`src/rtl/cg_ctrl_pkg.sv`:
```
// Shared types and constants for the idle-detect clock-gating controller.
package cg_ctrl_pkg;

  typedef enum logic [1:0] {
    CG_RUN   = 2'd0,
    CG_IDLE  = 2'd1,
    CG_GATED = 2'd2,
    CG_WAKE  = 2'd3
  } cg_state_e;

  localparam int unsigned CG_STATS_W = 32;

  function automatic logic cg_clock_on(input cg_state_e s);
    return (s != CG_GATED);
  endfunction

endpackage

```
`src/rtl/cg_ctrl_stats.sv`:
```
// Saturating, clearable cycle counter; clear has priority over increment.
module cg_ctrl_stats
  import cg_ctrl_pkg::*;
#(
  parameter int unsigned W = CG_STATS_W
) (
  input  logic         clk,
  input  logic         rst_b,
  input  logic         clr_i,
  input  logic         inc_i,
  output logic [W-1:0] cnt_o
);

  logic [W-1:0] cnt_q;
  logic [W-1:0] cnt_d;

  always_comb begin
    cnt_d = cnt_q;
    if (clr_i) begin
      cnt_d = '0;
    end else if (inc_i && (cnt_q != '1)) begin
      cnt_d = cnt_q + 1'b1;
    end
  end

  always_ff @(posedge clk) begin
    if (!rst_b) begin
      cnt_q <= '0;
    end else begin
      cnt_q <= cnt_d;
    end
  end

  assign cnt_o = cnt_q;

endmodule

```
`src/rtl/clk_gate_ctrl.sv`:
```
// Idle-detect clock-gate enable controller with wake settle before grant.
// Optional gated-cycle statistics built when CG_CTRL_STATS_EN is defined.
module clk_gate_ctrl
  import cg_ctrl_pkg::*;
#(
  parameter int unsigned NUM_REQ  = 4,
  parameter int unsigned CNT_W    = 8,
  parameter int unsigned WAKE_CYC = 2
) (
  input  logic                  clk,
  input  logic                  rst_b,
  input  logic [NUM_REQ-1:0]    req_i,
  output logic [NUM_REQ-1:0]    ack_o,
  input  logic                  busy_i,
  input  logic                  force_on_i,
  input  logic [CNT_W-1:0]      idle_thresh_i,
  output logic                  cg_en_o,
  output logic [1:0]            state_o
`ifdef CG_CTRL_STATS_EN
  ,
  output logic [CG_STATS_W-1:0] gated_cycles_o,
  input  logic                  stats_clr_i
`endif
);

  localparam logic [CNT_W-1:0] WAKE_LAST = CNT_W'(WAKE_CYC - 1);

  cg_state_e        state_q, state_d;
  logic [CNT_W-1:0] cnt_q, cnt_d;
  logic             cg_en_q;
  logic             act;
  logic [CNT_W-1:0] thresh_eff;
  logic             grant_ok;

  assign act        = (|req_i) | busy_i | force_on_i;
  assign thresh_eff = (idle_thresh_i == '0) ? CNT_W'(1) : idle_thresh_i;

  // Shared counter: idle cycles in IDLE, settle cycles in WAKE.
  always_comb begin
    state_d = state_q;
    cnt_d   = cnt_q;
    unique case (state_q)
      CG_RUN: begin
        if (!act) begin
          state_d = CG_IDLE;
          cnt_d   = CNT_W'(1);
        end
      end
      CG_IDLE: begin
        if (act) begin
          state_d = CG_RUN;
          cnt_d   = '0;
        end else if (cnt_q >= thresh_eff) begin
          state_d = CG_GATED;
        end else if (cnt_q != '1) begin
          cnt_d = cnt_q + 1'b1;
        end
      end
      CG_GATED: begin
        if (act) begin
          state_d = CG_WAKE;
          cnt_d   = '0;
        end
      end
      CG_WAKE: begin
        if (cnt_q == WAKE_LAST) begin
          state_d = CG_RUN;
          cnt_d   = '0;
        end else begin
          cnt_d = cnt_q + 1'b1;
        end
      end
      default: begin
        state_d = CG_RUN;
        cnt_d   = '0;
      end
    endcase
  end

  always_ff @(posedge clk) begin
    if (!rst_b) begin
      state_q <= CG_RUN;
      cnt_q   <= '0;
      cg_en_q <= 1'b1;
    end else begin
      state_q <= state_d;
      cnt_q   <= cnt_d;
      cg_en_q <= cg_clock_on(state_d);
    end
  end

  assign grant_ok = rst_b && ((state_q == CG_RUN) || (state_q == CG_IDLE));
  assign ack_o    = req_i & {NUM_REQ{grant_ok}};
  assign cg_en_o  = cg_en_q;
  assign state_o  = state_q;

`ifdef CG_CTRL_STATS_EN
  cg_ctrl_stats #(
    .W (CG_STATS_W)
  ) u_stats (
    .clk   (clk),
    .rst_b (rst_b),
    .clr_i (stats_clr_i),
    .inc_i (state_q == CG_GATED),
    .cnt_o (gated_cycles_o)
  );
`endif

endmodule

```
`config.mk`:
```
export PLATFORM = sky130hd
export DESIGN_NAME = clk_gate_ctrl
export DESIGN_NICKNAME = d
export VERILOG_FILES = /design/src/rtl/cg_ctrl_pkg.sv /design/src/rtl/cg_ctrl_stats.sv /design/src/rtl/clk_gate_ctrl.sv
export SDC_FILE = /design/constraint.sdc
export NUM_CORES = 1
export LEC_CHECK = 0
export ABC_AREA = 1
export BUFFER_PORTS_ARGS = -buffer_cell sky130_fd_sc_hd__clkbuf_2
export CELL_PAD_IN_SITES_DETAIL_PLACEMENT = 1
export CELL_PAD_IN_SITES_GLOBAL_PLACEMENT = 1
export CORE_AREA = 2 2 56 58
export CTS_CLUSTER_DIAMETER = 60
export DETAILED_ROUTE_END_ITERATION = 8
export DIE_AREA = 0 0 58 60
export PLACE_DENSITY_LB_ADDON = 0.05
export SETUP_SLACK_MARGIN = 0.02
export SLEW_MARGIN = 10
export SYNTH_ARGS = -nofsm -noshare
export SYNTH_HDL_FRONTEND = slang
export SYNTH_SLANG_ARGS = --single-unit
```
`constraint.sdc`:
```
create_clock -name clk -period 3.8 [get_ports clk]
set_input_delay 0.57 -clock clk [delete_from_list [all_inputs] [get_ports clk]]
set_output_delay 0.57 -clock clk [all_outputs]
set_load 0.005 [all_outputs]
```
Yosys cells after proc, flatten, opt, wreduce, memory -nomap -nowiden
Index checks and enable logic that the tools add are counted.
{ "word_totals": {"reg_bits": 11, "latch_bits": 0, "ramBits": 0, "mem_bits_ro": 0, "elab_cells": 38, "mem_count": 0} }
{ "classes": {"addsub": 1, "n_mul": 0, "n_div": 0, "magnitude_cmp": 1, "eq_ne": 10, "shift": 0, "mux": 14, "bitwise": 3, "n_reduce_logical": 6} }
{ "ops": {"columns": ["op", "n"], "rows": [
  ["$mux W8", 7],
  ["$pmux W8 S4", 1],
  ["$mux W2", 5],
  ["$add A8 B1 Y8 const B", 1],
  ["$eq A8 B1 Y1 const B", 1],
  ["$ge A8 B8 Y1", 1],
  ["$logic_not A8 Y1", 1],
  ["$ne A8 B8 Y1 const B", 1],
  ["$pmux W2 S4", 1],
  ["$ne A2 B2 Y1 const B", 3],
  ["$ne A3 B3 Y1 const B", 2],
  ["$and A4 B4 Y4", 1],
  ["$eq A2 B2 Y1 const B", 2],
  ["$reduce_and A4 Y1", 1],
  ["$reduce_or A4 Y1", 1],
  ["$eq A2 B1 Y1 const B", 1],
  ["$logic_not A2 Y1", 1],
  ["$or A1 B1 Y1", 2],
  ["$logic_and A1 B1 Y1", 1],
  ["$logic_or A1 B1 Y1", 1]
]} }

Longest topological paths before layout
{ "logic_depth": {"depth_word": 7, "depth_mapped": 15} }

Worst setup path before layout
No wires, ideal clock.
{ "synth_path": {"path_type": "in2reg", "from": "input port idle_thresh_i[5]", "to": "register state_q[1], in the netlist state_o[1]", "setup_time_ns": 0.115, "t_arrival_ns": 1.901, "slack_ns": 1.783, "path_stages": 12, "path_cell_list": "nor4_1 a41o_1 ha_1 nand2_1 nor2_1 nor2_1 nand2_1 nand2_1 nand2_1 nand2_2 nand2_1 and3_1"} }
{ "synth_between": {"elab_chain_cells": 6} }
{ "synth_rtl": {"columns": ["element", "line_no", "rtl"], "rows": [
  ["from (decl)", "clk_gate_ctrl.sv:16", "input logic [CNT_W-1:0] idle_thresh_i,"],
  ["$logic_not A8 Y1", "clk_gate_ctrl.sv:36", "assign thresh_eff = (idle_thresh_i == '0) ? CNT_W'(1) : idle_thresh_i;"],
  ["$mux W8 (*)", "clk_gate_ctrl.sv:36", null],
  ["$ge A8 B8 Y1 (*)", "clk_gate_ctrl.sv:53", "end else if (cnt_q >= thresh_eff) begin"],
  ["$mux W2 (*)", "clk_gate_ctrl.sv:53", null],
  ["$mux W2 (*)", "clk_gate_ctrl.sv:50", "if (act) begin"],
  ["$pmux W2 S4 (*)", "clk_gate_ctrl.sv:42", "unique case (state_q)"],
  ["to (signal assigned)", "clk_gate_ctrl.sv:86", "state_q <= state_d;"],
  ["to (decl)", "clk_gate_ctrl.sv:28", "cg_state_e state_q, state_d;"]
]} }
Mark *: on every way between the ends. The rest lies on a longest branch, timed or not.
A chain may end at the register's enable or synchronous reset.

Worst setup path after layout
{ "layout_path": {"from": "input port idle_thresh_i[5]", "to": "register cnt_q[2]"} }
{ "layout_between": {"elab_chain_cells": 5} }
{ "layout_rtl": {"columns": ["element", "line_no", "rtl"], "rows": [
  ["$logic_not A8 Y1", "clk_gate_ctrl.sv:36", null],
  ["$mux W8 (*)", "clk_gate_ctrl.sv:36", null],
  ["$ge A8 B8 Y1 (*)", "clk_gate_ctrl.sv:53", null],
  ["$ne A3 B3 Y1 (no line) (*)", null, null],
  ["$reduce_and A4 Y1 (no line) (*)", null, null],
  ["to (signal assigned)", "clk_gate_ctrl.sv:87", "cnt_q <= cnt_d;"],
  ["to (decl)", "clk_gate_ctrl.sv:29", "logic [CNT_W-1:0] cnt_q, cnt_d;"]
]} }
Marked as above.

==> metrics <==
status finished clean; ys flop type dfxtp_1; Worst-path clk slew 60 ps; Arr. time, crit path 2240 ps; Seq/Total Area, Yosys 20.28%; Fin Setup TNS 0 ps; Vias 1227; CP max-delay cell nor4_1; htree depth 1; Cell Chain, Critical Path clkbuf_2, nor4_1, a41o_1, ha_1, nand2_1, nor2_1, nor2_1, nand2_1, nand2_1, nand2_1, nand2_2, nand2_4, inv_2, nor2_1, nor2_1; R2R Path Start cnt_q[0]; Worst setup endpoint cnt_q[2]; Post-synth EDFFs 0; CTS tree built; worst skew pair latency 260 ps; max incr delay on CP 270 ps; final wirelength 3.183 mm; Rows 20; layout cell share with drive strength beyond 1 16.75%; CTS sink count 11; period utilisation layout 53.67%; Root Driver clkbuf_4; initial detailed-routing violation count 35; first-pass GRT wire length 5.464 mm; post-placement cell area 0.001232 mm2; Syn Nets 210; DRC Markers 0; Netlist cell types 25; Synth area leader dfxtp_1; leak pwr 0.6812 nW; number of max-cap violations 0; Num CTS Buffers 3; die area 0.003480 mm2; Syn-to-layout area delta 15.90%; Slew headroom 65.30%; Die Span Y 60 um; Avg Synthesized Cell Area 5.902 um2; hold buffers post-CTS 0; Slew Viols, Final 0; GP Congestion 0.7857; non-filler cells, final 242; cell with the most instances after synthesis nand2_1; Async SR Flop Fraction 0%; Die X 58 um; Via density 5.070; fmax 490.3 MHz; synthesis-stage register bit count 11; post-route cell area 0.001259 mm2; dpl cells 238; top cells by count, synth nand2_1, inv_1, nor2_1; CP endpoint kind register; GRT Total Usage 20.03%; Post-DRT Antenna Nets 0; Post-Syn Instances 184; fin crit period 2039 ps; GR Overflow Total 0; YS warnings 0; worst path required time 4000 ps; core area 0.002903 mm2; fillers 430; DR WL/cell 13.15 um; cell count of the worst reg-to-reg path 13; R2R setup slack 1910 ps; critical path type in2reg; drt pass-1 iters 4; Hold Slack 588.9 ps; Port Buffers 22; antenna cells 0; RSZ-0062 raised after global routing false; Critical path origin idle_thresh_i[5]; buffers from clock root to sink, at most 2; Hold Fails Final Rpt 0; synth top area cells dfxtp_1, nand2_1, ha_1; PwrDens 276.5 mW/mm2; final setup fails 0; starting density of the core 37.41%; Setup Fix Bufs, Post-CTS 0; critical-path maximum fanout 10; VDD IR max 0.1685 mV; vias in the first global route 1225; Setup Skew 2.840 ps; post-synthesis instance area 0.001086 mm2; Final #Nets 236; HPWL after detailed placement 2.695 mm; # IOs 23; R2R Path End cnt_q[2]; Synth top area share 20.28%; Slew @ Worst Pin 518.6 ps; largest net degree at the start of global routing 11; initial antenna violation count 0; hold crit path type reg2reg; Resized cells post-CTS 0; Worst setup SP type input port
## final cells by class
| cell class | count | area (um2) | share of cell area [%] |
|---|---|---|---|
| Tap cell | 33 | 41.29 | 3.280 |
| Clock buffer | 4 | 26.28 | 2.087 |
| Timing Repair Buffer | 22 | 110.1 | 8.748 |
| Sequential cell | 11 | 220.2 | 17.49 |
| Inverter | 33 | 128.9 | 10.24 |
| Multi-Input combinational cell | 139 | 732.0 | 58.15 |
## cells by family after synthesis
| logic type | count (synthesis) | synth area share, % |
|---|---|---|
| simple gates | 114 | 47.35 |
| buf+inv | 34 | 12.33 |
| compound gates | 14 | 7.720 |
| flops | 11 | 20.28 |
| fa+ha+maj | 10 | 11.52 |
| xor+xnor | 1 | 0.8066 |
## through the flow
step / worst slack [ps] / power, W / utilization, %
after global placement: 1591 / 0.0002666 / 42.46
after global routing: 1518 / 0.0003777 / 43.36
after detailed placement: 1477 / 0.0002751 / 42.46
final: 1761 / 0.0003480 / 43.36
after floorplan: 1783 / 0.0002296 / -
after CTS: 1756 / 0.0003539 / 43.36
## critical path: cells and delay by family
family,cells,cell delay [ps]
simple gates,11,1070
fa+ha+maj,1,220
compound gates,1,210
buf+inv,2,160
## metal layers
layer  GRT usage [%]  vias up  part of all wire [%]
li1                -      643                     -
met1           25.23      566                    48
met2           37.34       15                    50
met3           1.299        3                   1.9
met4           4.319        0                  0.53
met5               0        -                     0
## layout by cell type (no fill, tap or decap), types with 2 or more instances in the layout
cell      instances
a21oi_1           8
clkbuf_2         22
clkbuf_4          3
dfxtp_1          11
ha_1             10
inv_1            30
inv_2             2
nand2_1          46
nand2_2           2
nand3_1          23
nand3b_1          2
nand4_1           7
nor2_1           28
o21ai_0           2
## how the worst min path moves through the flow
stage / from / end / slack [ps] / depth (start not counted)
3_5_place_dp: cnt_q[0] / cnt_q[0] / 580 / 2
6_report: cnt_q[7] / cnt_q[7] / 590 / 2
5_1_grt: rst_b / cg_en_o / 600 / 2
3_3_place_gp: cnt_q[1] / cnt_q[1] / 560 / 2
2_1_floorplan: cnt_q[7] / cnt_q[7] / 490 / 2
4_1_cts: rst_b / cg_en_o / 580 / 2
## sequential cells by signal, indices dropped and copies added, names as in the netlist
name     flops
state_o      2
cg_en_o      1
cnt_q        8
## power breakdown
part            total, W  switching, W  internal, W
registers       0.000144     0.0000178     0.000126
clock network  0.0000763     0.0000357    0.0000406
logic           0.000128     0.0000813    0.0000465
(Power assumes the default switching activity.)
